File: config.mk
export PLATFORM = sky130hd
export DESIGN_NAME = flash_addr_sequencer
export DESIGN_NICKNAME = d
export VERILOG_FILES = /design/src/rtl/flash_addr_seq_pkg.sv /design/src/rtl/kbd_cmd_decode.sv /design/src/rtl/flash_addr_sequencer.sv
export SDC_FILE = /design/constraint.sdc
export NUM_CORES = 1
export LEC_CHECK = 0
export BUFFER_PORTS_ARGS = -buffer_cell sky130_fd_sc_hd__buf_2
export CAP_MARGIN = 10
export CORE_MARGIN = 4
export CORE_UTILIZATION = 56
export CTS_CLUSTER_SIZE = 16
export DETAILED_ROUTE_END_ITERATION = 6
export PLACE_DENSITY = 0.83
export SLEW_MARGIN = 10
export SYNTH_ARGS = -nofsm -noshare
export SYNTH_HDL_FRONTEND = slang
export SYNTH_HIERARCHICAL = 1
export SYNTH_SLANG_ARGS = --single-unit
File: constraint.sdc
create_clock -name clk -period 3.1 [get_ports clk]
set_clock_uncertainty 0.05 [all_clocks]
set_input_delay 0.155 -clock clk [delete_from_list [all_inputs] [get_ports clk]]
set_output_delay 0.155 -clock clk [all_outputs]
set_load 0.01 [all_outputs]
File: src/rtl/flash_addr_seq_pkg.sv
// Shared types and key codes for the flash read-address sequencer.
// The state enum, key-code constants and the key-to-command decode live here.
package flash_addr_seq_pkg;

    typedef enum logic [1:0] {IDLE, REQ, WAIT, STEP} seq_state_t;

    localparam logic [7:0] KEY_E = 8'h45;
    localparam logic [7:0] KEY_D = 8'h44;
    localparam logic [7:0] KEY_R = 8'h52;
    localparam logic [7:0] KEY_F = 8'h46;
    localparam logic [7:0] KEY_B = 8'h42;

    typedef enum logic [2:0] {
        CMD_NONE, CMD_PLAY, CMD_PAUSE, CMD_FWD, CMD_BWD, CMD_RESTART
    } kbd_cmd_t;

    function automatic kbd_cmd_t decode_key(input logic [7:0] code);
        case (code)
            KEY_E:   return CMD_PLAY;
            KEY_D:   return CMD_PAUSE;
            KEY_F:   return CMD_FWD;
            KEY_B:   return CMD_BWD;
            KEY_R:   return CMD_RESTART;
            default: return CMD_NONE;
        endcase
    endfunction

endpackage

File: src/rtl/kbd_cmd_decode.sv
// Registered keyboard command decoder: turns a valid ASCII key into one-cycle
// play / pause / fwd / bwd / restart strobes; unknown codes produce nothing.
module kbd_cmd_decode
    import flash_addr_seq_pkg::*;
(
    input  logic       clk,
    input  logic       rst_n,
    input  logic [7:0] kbd_code,
    input  logic       kbd_valid,
    output logic       play,
    output logic       pause,
    output logic       fwd,
    output logic       bwd,
    output logic       restart
);

    kbd_cmd_t cmd;

    always_comb begin
        cmd = CMD_NONE;
        if (kbd_valid) cmd = decode_key(kbd_code);
    end

    always_ff @(posedge clk) begin
        if (!rst_n) begin
            play    <= 1'b0;
            pause   <= 1'b0;
            fwd     <= 1'b0;
            bwd     <= 1'b0;
            restart <= 1'b0;
        end else begin
            play    <= (cmd == CMD_PLAY);
            pause   <= (cmd == CMD_PAUSE);
            fwd     <= (cmd == CMD_FWD);
            bwd     <= (cmd == CMD_BWD);
            restart <= (cmd == CMD_RESTART);
        end
    end

endmodule

File: src/rtl/flash_addr_sequencer.sv
// Flash read-address sequencer: one flash read per sample tick, stepping the address
// by STEP inside [START_ADDR, END_ADDR]. Define FLASH_ADDR_SEQ_LOOP_EN to wrap at edges instead of clamping.
module flash_addr_sequencer #(
    parameter int unsigned       ADDR_W     = 23,
    parameter logic [ADDR_W-1:0] START_ADDR = '0,
    parameter logic [ADDR_W-1:0] END_ADDR   = 'h7FFFF,
    parameter logic [ADDR_W-1:0] STEP       = 'd1
) (
    input  logic              clk,
    input  logic              rst_n,
    input  logic [7:0]        kbd_code,
    input  logic              kbd_valid,
    input  logic              sample_tick,
    input  logic              flash_finish,
    output logic              flash_start,
    output logic [ADDR_W-1:0] flash_addr,
    output logic              playing,
    output logic              dir_bwd,
    output logic              wrap,
    output logic              overrun
);

    // Explicit imports: the STEP parameter shadows the STEP state literal.
    import flash_addr_seq_pkg::seq_state_t;
    import flash_addr_seq_pkg::IDLE;
    import flash_addr_seq_pkg::REQ;
    import flash_addr_seq_pkg::WAIT;

    seq_state_t        state, state_nx;
    logic              play_s, pause_s, fwd_s, bwd_s, restart_s;
    logic              restart_pending;
    logic [ADDR_W-1:0] addr_nx;
    logic              wrap_nx, clamp;
    logic [ADDR_W:0]   fwd_sum;
    logic              fwd_hit, bwd_hit, finish_ok, restart_apply;

    kbd_cmd_decode u_kbd (
        .clk       (clk),
        .rst_n     (rst_n),
        .kbd_code  (kbd_code),
        .kbd_valid (kbd_valid),
        .play      (play_s),
        .pause     (pause_s),
        .fwd       (fwd_s),
        .bwd       (bwd_s),
        .restart   (restart_s)
    );

    // One extra bit so a step past the top of the address space still compares correctly.
    assign fwd_sum       = {1'b0, flash_addr} + {1'b0, STEP};
    assign fwd_hit       = fwd_sum > {1'b0, END_ADDR};
    assign bwd_hit       = {1'b0, flash_addr} < ({1'b0, START_ADDR} + {1'b0, STEP});
    assign finish_ok     = (state == WAIT) && flash_finish;
    assign restart_apply = restart_pending && (finish_ok || state == IDLE);
    assign flash_start   = (state == REQ);

    always_comb begin
        state_nx = state;
        case (state)
            IDLE:    if (sample_tick && playing) state_nx = REQ;
            REQ:     state_nx = WAIT;
            WAIT:    if (flash_finish) state_nx = flash_addr_seq_pkg::STEP;
            default: state_nx = IDLE;
        endcase
    end

    // The address is registered on the finish edge so it is visible the cycle after finish.
    always_comb begin
        addr_nx = flash_addr;
        wrap_nx = 1'b0;
        clamp   = 1'b0;
        if (restart_apply) begin
            addr_nx = dir_bwd ? END_ADDR : START_ADDR;
        end else if (finish_ok && playing) begin
            if (dir_bwd ? bwd_hit : fwd_hit) begin
                wrap_nx = 1'b1;
`ifdef FLASH_ADDR_SEQ_LOOP_EN
                addr_nx = dir_bwd ? END_ADDR : START_ADDR;
`else
                addr_nx = dir_bwd ? START_ADDR : END_ADDR;
                clamp   = 1'b1;
`endif
            end else begin
                addr_nx = dir_bwd ? (flash_addr - STEP) : fwd_sum[ADDR_W-1:0];
            end
        end
    end

    always_ff @(posedge clk) begin
        if (!rst_n) begin
            state           <= IDLE;
            flash_addr      <= START_ADDR;
            playing         <= 1'b0;
            dir_bwd         <= 1'b0;
            wrap            <= 1'b0;
            overrun         <= 1'b0;
            restart_pending <= 1'b0;
        end else begin
            state      <= state_nx;
            flash_addr <= addr_nx;
            wrap       <= wrap_nx;

            if (restart_s)          restart_pending <= 1'b1;
            else if (restart_apply) restart_pending <= 1'b0;

            if (play_s || fwd_s || bwd_s || restart_s) playing <= 1'b1;
            else if (pause_s || clamp)                 playing <= 1'b0;

            if (fwd_s)      dir_bwd <= 1'b0;
            else if (bwd_s) dir_bwd <= 1'b1;

            if (sample_tick && state != IDLE) overrun <= 1'b1;
            else if (restart_s)               overrun <= 1'b0;
        end
    end

endmodule

**Word level (Yosys, flattened, before mapping)**

Cells that the tools add are included.

- Input bits: 13
- Register bits: 35
- Output and inout bits: 28
- Word-level logic and storage cells: 70

- Muxes and demuxes: 21
- Reductions and logical operators: 18
- Eq/ne operators: 14
- Add/sub/neg operators: 2
- Magnitude comparators: 2
- Bitwise gates (word level): 1

Operators by type and width:

| operator | count |
|---|---|
| two-way mux 23 bit | 4 |
| equality test 8 x 7 -> 1 bit (second input constant) | 5 |
| two-way mux 19 bit | 2 |
| adder 23 x 1 -> 24 bit (second input constant) | 1 |
| > comparator 24 x 19 -> 1 bit (second input constant) | 1 |
| < comparator 23 x 1 -> 1 bit (second input constant) | 1 |
| subtractor 23 x 1 -> 23 bit (second input constant) | 1 |
| one-hot mux 3 bit (5 select lines) | 1 |
| two-way mux 1 bit | 10 |
| nonzero test 2 bit | 5 |
| equality test 3 x 2 -> 1 bit (second input constant) | 2 |
| equality test 3 bit (second input constant) | 2 |
| one-hot mux 2 bit (3 select lines) | 1 |
| logical AND 1 bit | 5 |
| logical OR 1 bit | 5 |
| two-way mux 2 bit | 2 |
| equality test 3 x 1 -> 1 bit (second input constant) | 1 |
| two-way mux 3 bit | 1 |
| equality test 2 x 1 -> 1 bit (second input constant) | 1 |
| equality test 2 bit (second input constant) | 1 |
| logical NOT 2 bit | 1 |
| != test 2 x 1 -> 1 bit (second input constant) | 1 |
| != test 2 bit (second input constant) | 1 |
| AND reduction 2 bit | 1 |
| 2 further kinds | 2 |

**Longest topological paths before layout**

Gate-level depths: netlist of the first run.

- Word-level depth: 9
- Gate-level depth with buffers: 10
- Mapped depth without buffers: 9

**Modules after synthesis**

Netlist of the first run, hierarchy kept.

Modules (own cells, without submodules):

| module | seq. area each (um2) | cells an instance | times used | area an instance (um2) |
|---|---|---|---|---|
| flash_addr_sequencer | 600.6 | 278 | 1 | 2,160.8 |
| kbd_cmd_decode | 100.1 | 17 | 1 | 203.9 |

**Worst setup path after synthesis of the first run**

Ideal clock, no wire load.

- Path kind: reg2reg
- Start point: register flash_addr[0]
- End point: register flash_addr[21]
- Buffers on the path: 1
- Required time: 2.983 ns
- Data arrival time: 2.434 ns
- Clock period less this slack: 2.551 ns
- Slack: 0.549 ns
- Cell stages (with the launch flop): 10
- Setup time: 0.067 ns
- Path through: dfxtp_1 > ha_1 > xnor2_1 > and4_1 > nand4_1 > a211o_2 > o31a_4 > buf_6 > or3_1 > o21ai_2

- Cells in the longest elaborated chain, start to end: 6
- Elaborated cells on any way between the ends: 9
- Classes of those cells: add/sub (2); order compare (2); mux (5)

RTL lines:

| what | line | RTL |
|---|---|---|
| start: declaration | flash_addr_sequencer.sv:16 | `output logic [ADDR_W-1:0] flash_addr,` |
| start signal: assignment | flash_addr_sequencer.sv:100 | `flash_addr <= addr_nx;` |
| adder 23 x 1 -> 24 bit | flash_addr_sequencer.sv:50 | `assign fwd_sum = {1'b0, flash_addr} + {1'b0, STEP};` |
| > comparator 24 x 19 -> 1 bit | flash_addr_sequencer.sv:51 | `assign fwd_hit = fwd_sum > {1'b0, END_ADDR};` |
| two-way mux 1 bit | flash_addr_sequencer.sv:75 | `if (dir_bwd ? bwd_hit : fwd_hit) begin` |
| two-way mux 23 bit * | flash_addr_sequencer.sv:75 |  |
| two-way mux 23 bit * | flash_addr_sequencer.sv:74 | `end else if (finish_ok && playing) begin` |
| two-way mux 23 bit * | flash_addr_sequencer.sv:72 | `if (restart_apply) begin` |

Every way passes the cells marked *; elsewhere a longest branch is shown, timed or not. The select of a mux whose other input is x is not followed.
A chain may end at the register's enable or synchronous reset.

**Worst setup path in the final report of the first run**

- Start point: register flash_addr[1]
- End point: register flash_addr[3]

Same word-level chain as after synthesis.

==> flow_summary.toml, run 1 <==
[synth]
synth_cell_types = 64
syn_area_mm2 = 0.002365
synth_edf_count = 0
postSynthNetCount = 314
synth_cells = 295
synth-seq-cells = 35
seq_area_frac_synth_pct = 29.63
synthArstFlopShare_pct = 0
synth_ff_type = "dfxtp_1"
postSynthAreaPerCell_um2 = 8.016
synth.largest_area_cell = "dfxtp_1"
yosys-top-cells-area = "dfxtp_1 (30%), a21oi_1 (4.4%), nor2_1 (4.1%), inv_1 (4.0%), nand2_1 (3.5%)"
ys_warn_count = 6
synth_top_area_share_pct = 29.63

[hold_path]
min_to = "u_kbd/bwd"
hp-start = "kbd_code[4]"
hold-path-cell-count = 2
min_path_type = "input pin to register"

[setup_path]
start_kind = "register"
arrival_ps = 3010
end_kind = "register"
r2r_end = "flash_addr[3]"
rr_startpoint = "flash_addr[1]"
worst_path_max_delay_cell = "o31ai_4"
path_max_fanout = 18
worstPathRequired_ps = 3270
rrSetupSlack_ps = 260
worst-r2r-cell-count = 8
crit_type = "register to register"
crit_chain = "ha_1 -> xnor2_1 -> and4_1 -> nand4_1 -> a211o_2 -> o31ai_4 -> a31oi_1 -> o211ai_1"
critPathMaxStageDelay_ps = 680

[route]
drcViolationCount = 0
drt_iter0_drc = 247
drt_pass1_iterations = 4
antenna_left = 0
vias_per_cell = 6.279
num_vias = 2405
wl_per_cell_um = 15.49
wl_um = 5931

[power_and_ir_drop]
seq_power_share_pct = 46.4
p_switching_w = 0.0002417
cell_internal_pwr_w = 0.0007627
comb_power_share_pct = 10.4
report.power.total_w = 0.001004
switching_share_pct = 24.06
max-vdd-ir-drop_uv = 223.1
p_leak_nw = 1.079
p_per_area_mw_per_mm2 = 372.8
power_frac_clock_pct = 43.2

[clocking]
postCtsHoldBufs = 0
cts_buffer_depth = 2
cts_buffers = 5
clock-sinks = 35
cts_tree = "done"
clkTransAtPathRegs_ps = 70
post_cts_resized = 0
h-tree-depth = 2
postCtsSetupRepairBufs = 0
clock-root-buffer = "clkbuf_8"
clk_latency_ps = 300

[finish]
num-fill-cells = 328
num_antenna_cells = 0
final_layout_size_suffix_gt1_share_pct = 22.22
finalNonFillerCells = 383
area_growth_pct = 13.92
regArea_um2 = 700.7
postLayoutCoreUtil_pct = 66.86
multiInputGateArea_mm2 = 0.001504
nets = 351

[die]
ios = 41
rows = 23
dieArea_mm2 = 0.005327
core-area_mm2 = 0.004029
start_util_pct = 58.70
die_h_um = 72.99
fp.dieW_um = 72.99

[job]
maxCapViolCount = 0

[global_route]
antenna_found_initial = 0
grt_pass1_vias = 2174
grt_max_degree = 24
overflow = 0
grt_pass1_wl_um = 9825
grt_usage_pct = 23.30

[placed_design]
place.gp.congestion = 0.8520
hpwlAfterDp_um = 4307
dp.cells = 375
numPortBuffers = 40

[sta]
setup_viol = 0
worst_pin_slew_ps = 747.0
fin_setup_tns_ps = 0
max_freq_mhz = 352.2
maxSlewHeadroom_pct = 49.74
rsz0062_at_grt = "no"
finalHoldViolCount = 0
min_period_over_period_pct = 91.59
fin_crit_ps = 2839
report.final.slew_viol_count = 0

[outcome]
outcome = "complete, no violations"
==> stage by stage <==
step,setup WS [ps],hold slack [ps],cell area (um^2)
global placement,393.2,300.2,2576
detailed placement,293.6,313.2,2576
floorplan,549.0,175.3,2365
CTS,282.8,0.3540,2694
global route,50.72,14.45,2694
finish,260.7,5.977,2694
==> state kept, by name, indices dropped and copies added (netlist names) <==
| signal | flops |
|---|---|
| dir_bwd | 1 |
| flash_addr | 23 |
| overrun | 1 |
| playing | 1 |
| restart_pending | 1 |
| state | 2 |
| u_kbd/bwd | 1 |
| u_kbd/fwd | 1 |
| u_kbd/pause | 1 |
| u_kbd/play | 1 |
| u_kbd/restart | 1 |
| wrap | 1 |
==> Yosys cell counts (4+ instances only) <==
| master | instances |
|---|---|
| o21a_1 | 6 |
| o21ai_1 | 6 |
| a31oi_1 | 6 |
| nor3_1 | 7 |
| nor2_1 | 26 |
| nand2_1 | 22 |
| o31a_1 | 7 |
| clkbuf_1 | 4 |
| nand3_1 | 13 |
| o21ai_0 | 8 |
| or3_1 | 6 |
| dfxtp_1 | 35 |
| nand4_1 | 8 |
| nor4_1 | 8 |
| nand2b_1 | 6 |
| inv_1 | 25 |
| nor4_2 | 5 |
| ha_1 | 6 |
| buf_2 | 5 |
| a21oi_1 | 21 |
==> routing by layer <==
metal,GRT usage (%),wire [um],vias to the layer above
li1,-,-,1180
met5,0,0,-
met2,36.64,2766,94
met4,12.50,159,0
met1,29.10,2531,1116
met3,5.785,473,15
==> power by group through the flow <==
stage / clock network [W] / logic (W) / registers, W
global placement: 0 / 0.0000959 / 0.000475
global route: 0.000459 / 0.000118 / 0.000468
CTS: 0.000439 / 0.000105 / 0.000467
detailed placement: 0 / 0.000104 / 0.000477
floorplan: 0 / 0.0000696 / 0.000476
finish: 0.000434 / 0.000104 / 0.000466
==> final cells by class <==
type / instances / share of cell area (%)
clock inverters: 2 / 1.301
inverters: 25 / 3.484
multi-input cells: 223 / 55.83
well taps: 50 / 2.322
repair buffers: 42 / 7.989
clock buffers: 6 / 3.065
flip-flops and latches: 35 / 26.01
==> worst max-delay path by stage <==
stage	startpoint	end	slack, ps
floorplan	flash_addr[0]	flash_addr[21]	550
global placement	flash_addr[1]	flash_addr[3]	390
detailed placement	flash_addr[1]	flash_addr[3]	290
CTS	flash_addr[1]	flash_addr[3]	280
global route	flash_addr[1]	flash_addr[22]	50
finish	flash_addr[1]	flash_addr[3]	260
==> critical path: cells and delay by family (launching register included) <==
family | cells | cell delay [ps]
AOI/OAI and AO/OA | 4 | 1460
xor gates and xnor gates | 1 | 130
adders and majority gates | 1 | 320
DFF | 1 | 500
and+or+nand+nor | 2 | 290
==> cells in the final DEF (no fill, tap or decap), drive strengths merged, types with 3 or more instances in the layout <==
cell type  instances
a21oi             21
o31ai              4
buf               42
nand2b             6
inv               25
nor2              28
clkbuf             6
nand3             13
nand4             10
dfxtp             35
o211ai             3
a22o               3
a31oi              6
o32ai              3
o21ai             16
or3                6
nor4              14
o21a               6
ha                 6
o31a               8
nand2             22
and3               4
nor3               7
o221ai             3
==> kinds of logic (layout without fill, tap and decap cells) <==
logic type	Yosys count	in the layout	share of synthesized area, %
buf+inv	37	75	6.772
compound gates	90	90	27.99
fa+ha+maj	6	6	3.175
flops	35	35	29.63
mux	2	2	0.8466
xor+xnor	1	1	0.3704
simple gates	124	124	31.22
No activity file was read; power rests on OpenSTA's default activity.
==> run 2, diff against run 1 <==
--- a/config.mk
+++ b/config.mk
@@ -8,10 +8,10 @@
 export BUFFER_PORTS_ARGS = -buffer_cell sky130_fd_sc_hd__buf_2
 export CAP_MARGIN = 10
 export CORE_MARGIN = 4
-export CORE_UTILIZATION = 56
+export CORE_UTILIZATION = 60
 export CTS_CLUSTER_SIZE = 16
 export DETAILED_ROUTE_END_ITERATION = 6
-export PLACE_DENSITY = 0.83
+export PLACE_DENSITY = 0.88
 export SLEW_MARGIN = 10
 export SYNTH_ARGS = -nofsm -noshare
 export SYNTH_HDL_FRONTEND = slang
==> constraint.sdc (replaced) <==
create_clock -name clk -period 3.7 [get_ports clk]
set_clock_uncertainty 0.05 [all_clocks]
set_input_delay 0.185 -clock clk [delete_from_list [all_inputs] [get_ports clk]]
set_output_delay 0.185 -clock clk [all_outputs]
set_load 0.01 [all_outputs]
==> run 2 against run 1 <==
Sequential power decreased by 16%. First-iteration DRC count rose by 4.0%. Die area is 6.0% lower. Clock-buffer cell count fell by 1.
==> flow_summary.toml, run 2 (synthesis results as in run 1) <==
[global_route]
antenna_found_initial = 0
grt_pass1_vias = 2219
grt_pass1_wl_um = 10120
grt_usage_pct = 24.19
grt_max_degree = 24
overflow = 0

[finish]
postLayoutCoreUtil_pct = 71.99
finalNonFillerCells = 379
largest_reg_flops = 23
final_layout_size_suffix_gt1_share_pct = 21.75
reg_top3 = "flash_addr: 23 flops, state: 2 flops"
area_growth_pct = 13.97
top_register = "flash_addr"
num_antenna_cells = 0
final_cell_mix = "buf_2 (40), dfxtp_1 (35), nor2_1 (26)"
num-fill-cells = 313
final_common_cell = "buf_2"
nets = 349

[clocking]
cts_tree = "done"
cts_buffers = 5
postCtsSetupRepairBufs = 0
clk_latency_ps = 300
clock-root-buffer = "clkbuf_8"
post_cts_resized = 0
clock-sinks = 35
postCtsHoldBufs = 0
cts_buffer_depth = 2
h-tree-depth = 2
clkTransAtPathRegs_ps = 80

[placed_design]
numPortBuffers = 40
place.gp.congestion = 0.9608
dp.cells = 371
hpwlAfterDp_um = 4292

[route]
drt_pass1_iterations = 6
wl_um = 5964
antenna_left = 0
vias_per_cell = 6.203
drt_iter0_drc = 257
wl_per_cell_um = 15.74
num_vias = 2351
drcViolationCount = 0

[setup_path]
end_kind = "register"
path_max_fanout = 17
start_kind = "register"
worstPathRequired_ps = 3840
worst_path_max_delay_cell = "a221oi_4"
crit_type = "register to register"
arrival_ps = 3040
crit_chain = "ha_1 -> xnor2_1 -> and4_1 -> nand4_1 -> a211o_2 -> a221oi_4 -> o31ai_1 -> a21o_1"
critPathMaxStageDelay_ps = 680

[sta]
setup_viol = 0
fin_crit_ps = 2898
min_period_over_period_pct = 78.34
rsz0062_at_grt = "no"
maxSlewHeadroom_pct = 48.63
fin_setup_tns_ps = 0
report.final.slew_viol_count = 0
worst_pin_slew_ps = 770.6
hold_slack_ps = 32.77
finalHoldViolCount = 0
max_freq_mhz = 345.0

[die]
rows = 22
start_util_pct = 63.17
core-area_mm2 = 0.003744
ios = 41
dieArea_mm2 = 0.005010
fp.dieW_um = 70.78
die_h_um = 70.78

[power_and_ir_drop]
switching_share_pct = 22.83
p_switching_w = 0.0002040
power_frac_clock_pct = 46.8
cell_internal_pwr_w = 0.0006895
comb_power_share_pct = 9.5
p_per_area_mw_per_mm2 = 331.5
p_leak_nw = 1.073
seq_power_share_pct = 43.7
max-vdd-ir-drop_uv = 230.7

[job]
maxCapViolCount = 0

[hold_path]
min_path_type = "input pin to register"

[outcome]
outcome = "complete, no violations"
run 2: per-stage QoR:
step | power, W | cell area, um^2 | worst slack, ps
after floorplan | 0.0004571 | 2365 | 1149
after global placement | 0.0004791 | 2559 | 905.7
after detailed placement | 0.0004834 | 2559 | 836.7
after CTS | 0.0008953 | 2695 | 818.2
after global routing | 0.0009239 | 2695 | 606.0
final | 0.0008935 | 2695 | 801.5
run 2: layout make-up:
type / count / area (um^2) / share of cell area [%]
Clock inverter: 3 / 67.56 / 2.507
Tap cell: 48 / 60.06 / 2.228
Sequential cell: 35 / 700.7 / 26.00
Multi-Input combinational cell: 223 / 1504 / 55.80
Clock buffer: 5 / 68.82 / 2.553
Inverter: 25 / 93.84 / 3.482
Timing Repair Buffer: 40 / 200.2 / 7.428
run 2: power by group through the flow:
stage          Clock [W]  Sequential, W  Combinational (W)
2_1_floorplan          0       0.000399          0.0000583
3_3_place_gp           0       0.000399          0.0000806
3_5_place_dp           0       0.000400          0.0000838
4_1_cts         0.000420       0.000391          0.0000845
5_1_grt         0.000437       0.000392          0.0000952
6_report        0.000418       0.000390          0.0000848
run 2: worst paths after layout:
path / from / end / slack [ps] / depth (start not counted)
max: flash_addr[1] / flash_addr[7] / 800 / 8
min: kbd_code[4] / u_kbd/bwd / 30 / 2
max reg2reg: flash_addr[1] / flash_addr[7] / 800 / 8
min reg2reg: u_kbd/fwd / dir_bwd / 390 / 1
run 2: critical path, delay by kind of cell (launching register included):
family / cells / cell delay, ps
XOR/XNOR: 1 / 140
AND/OR/NAND/NOR: 2 / 310
flip-flops: 1 / 510
adder cells (fa/ha/maj): 1 / 320
AO/OA/AOI/OAI: 4 / 1460
run 2: metal layers:
metal | GRT usage [%] | routed length (um)
met5 | 0 | 0
met4 | 6.472 | 48
met3 | 4.261 | 322
met2 | 42.02 | 3038
met1 | 30.81 | 2553
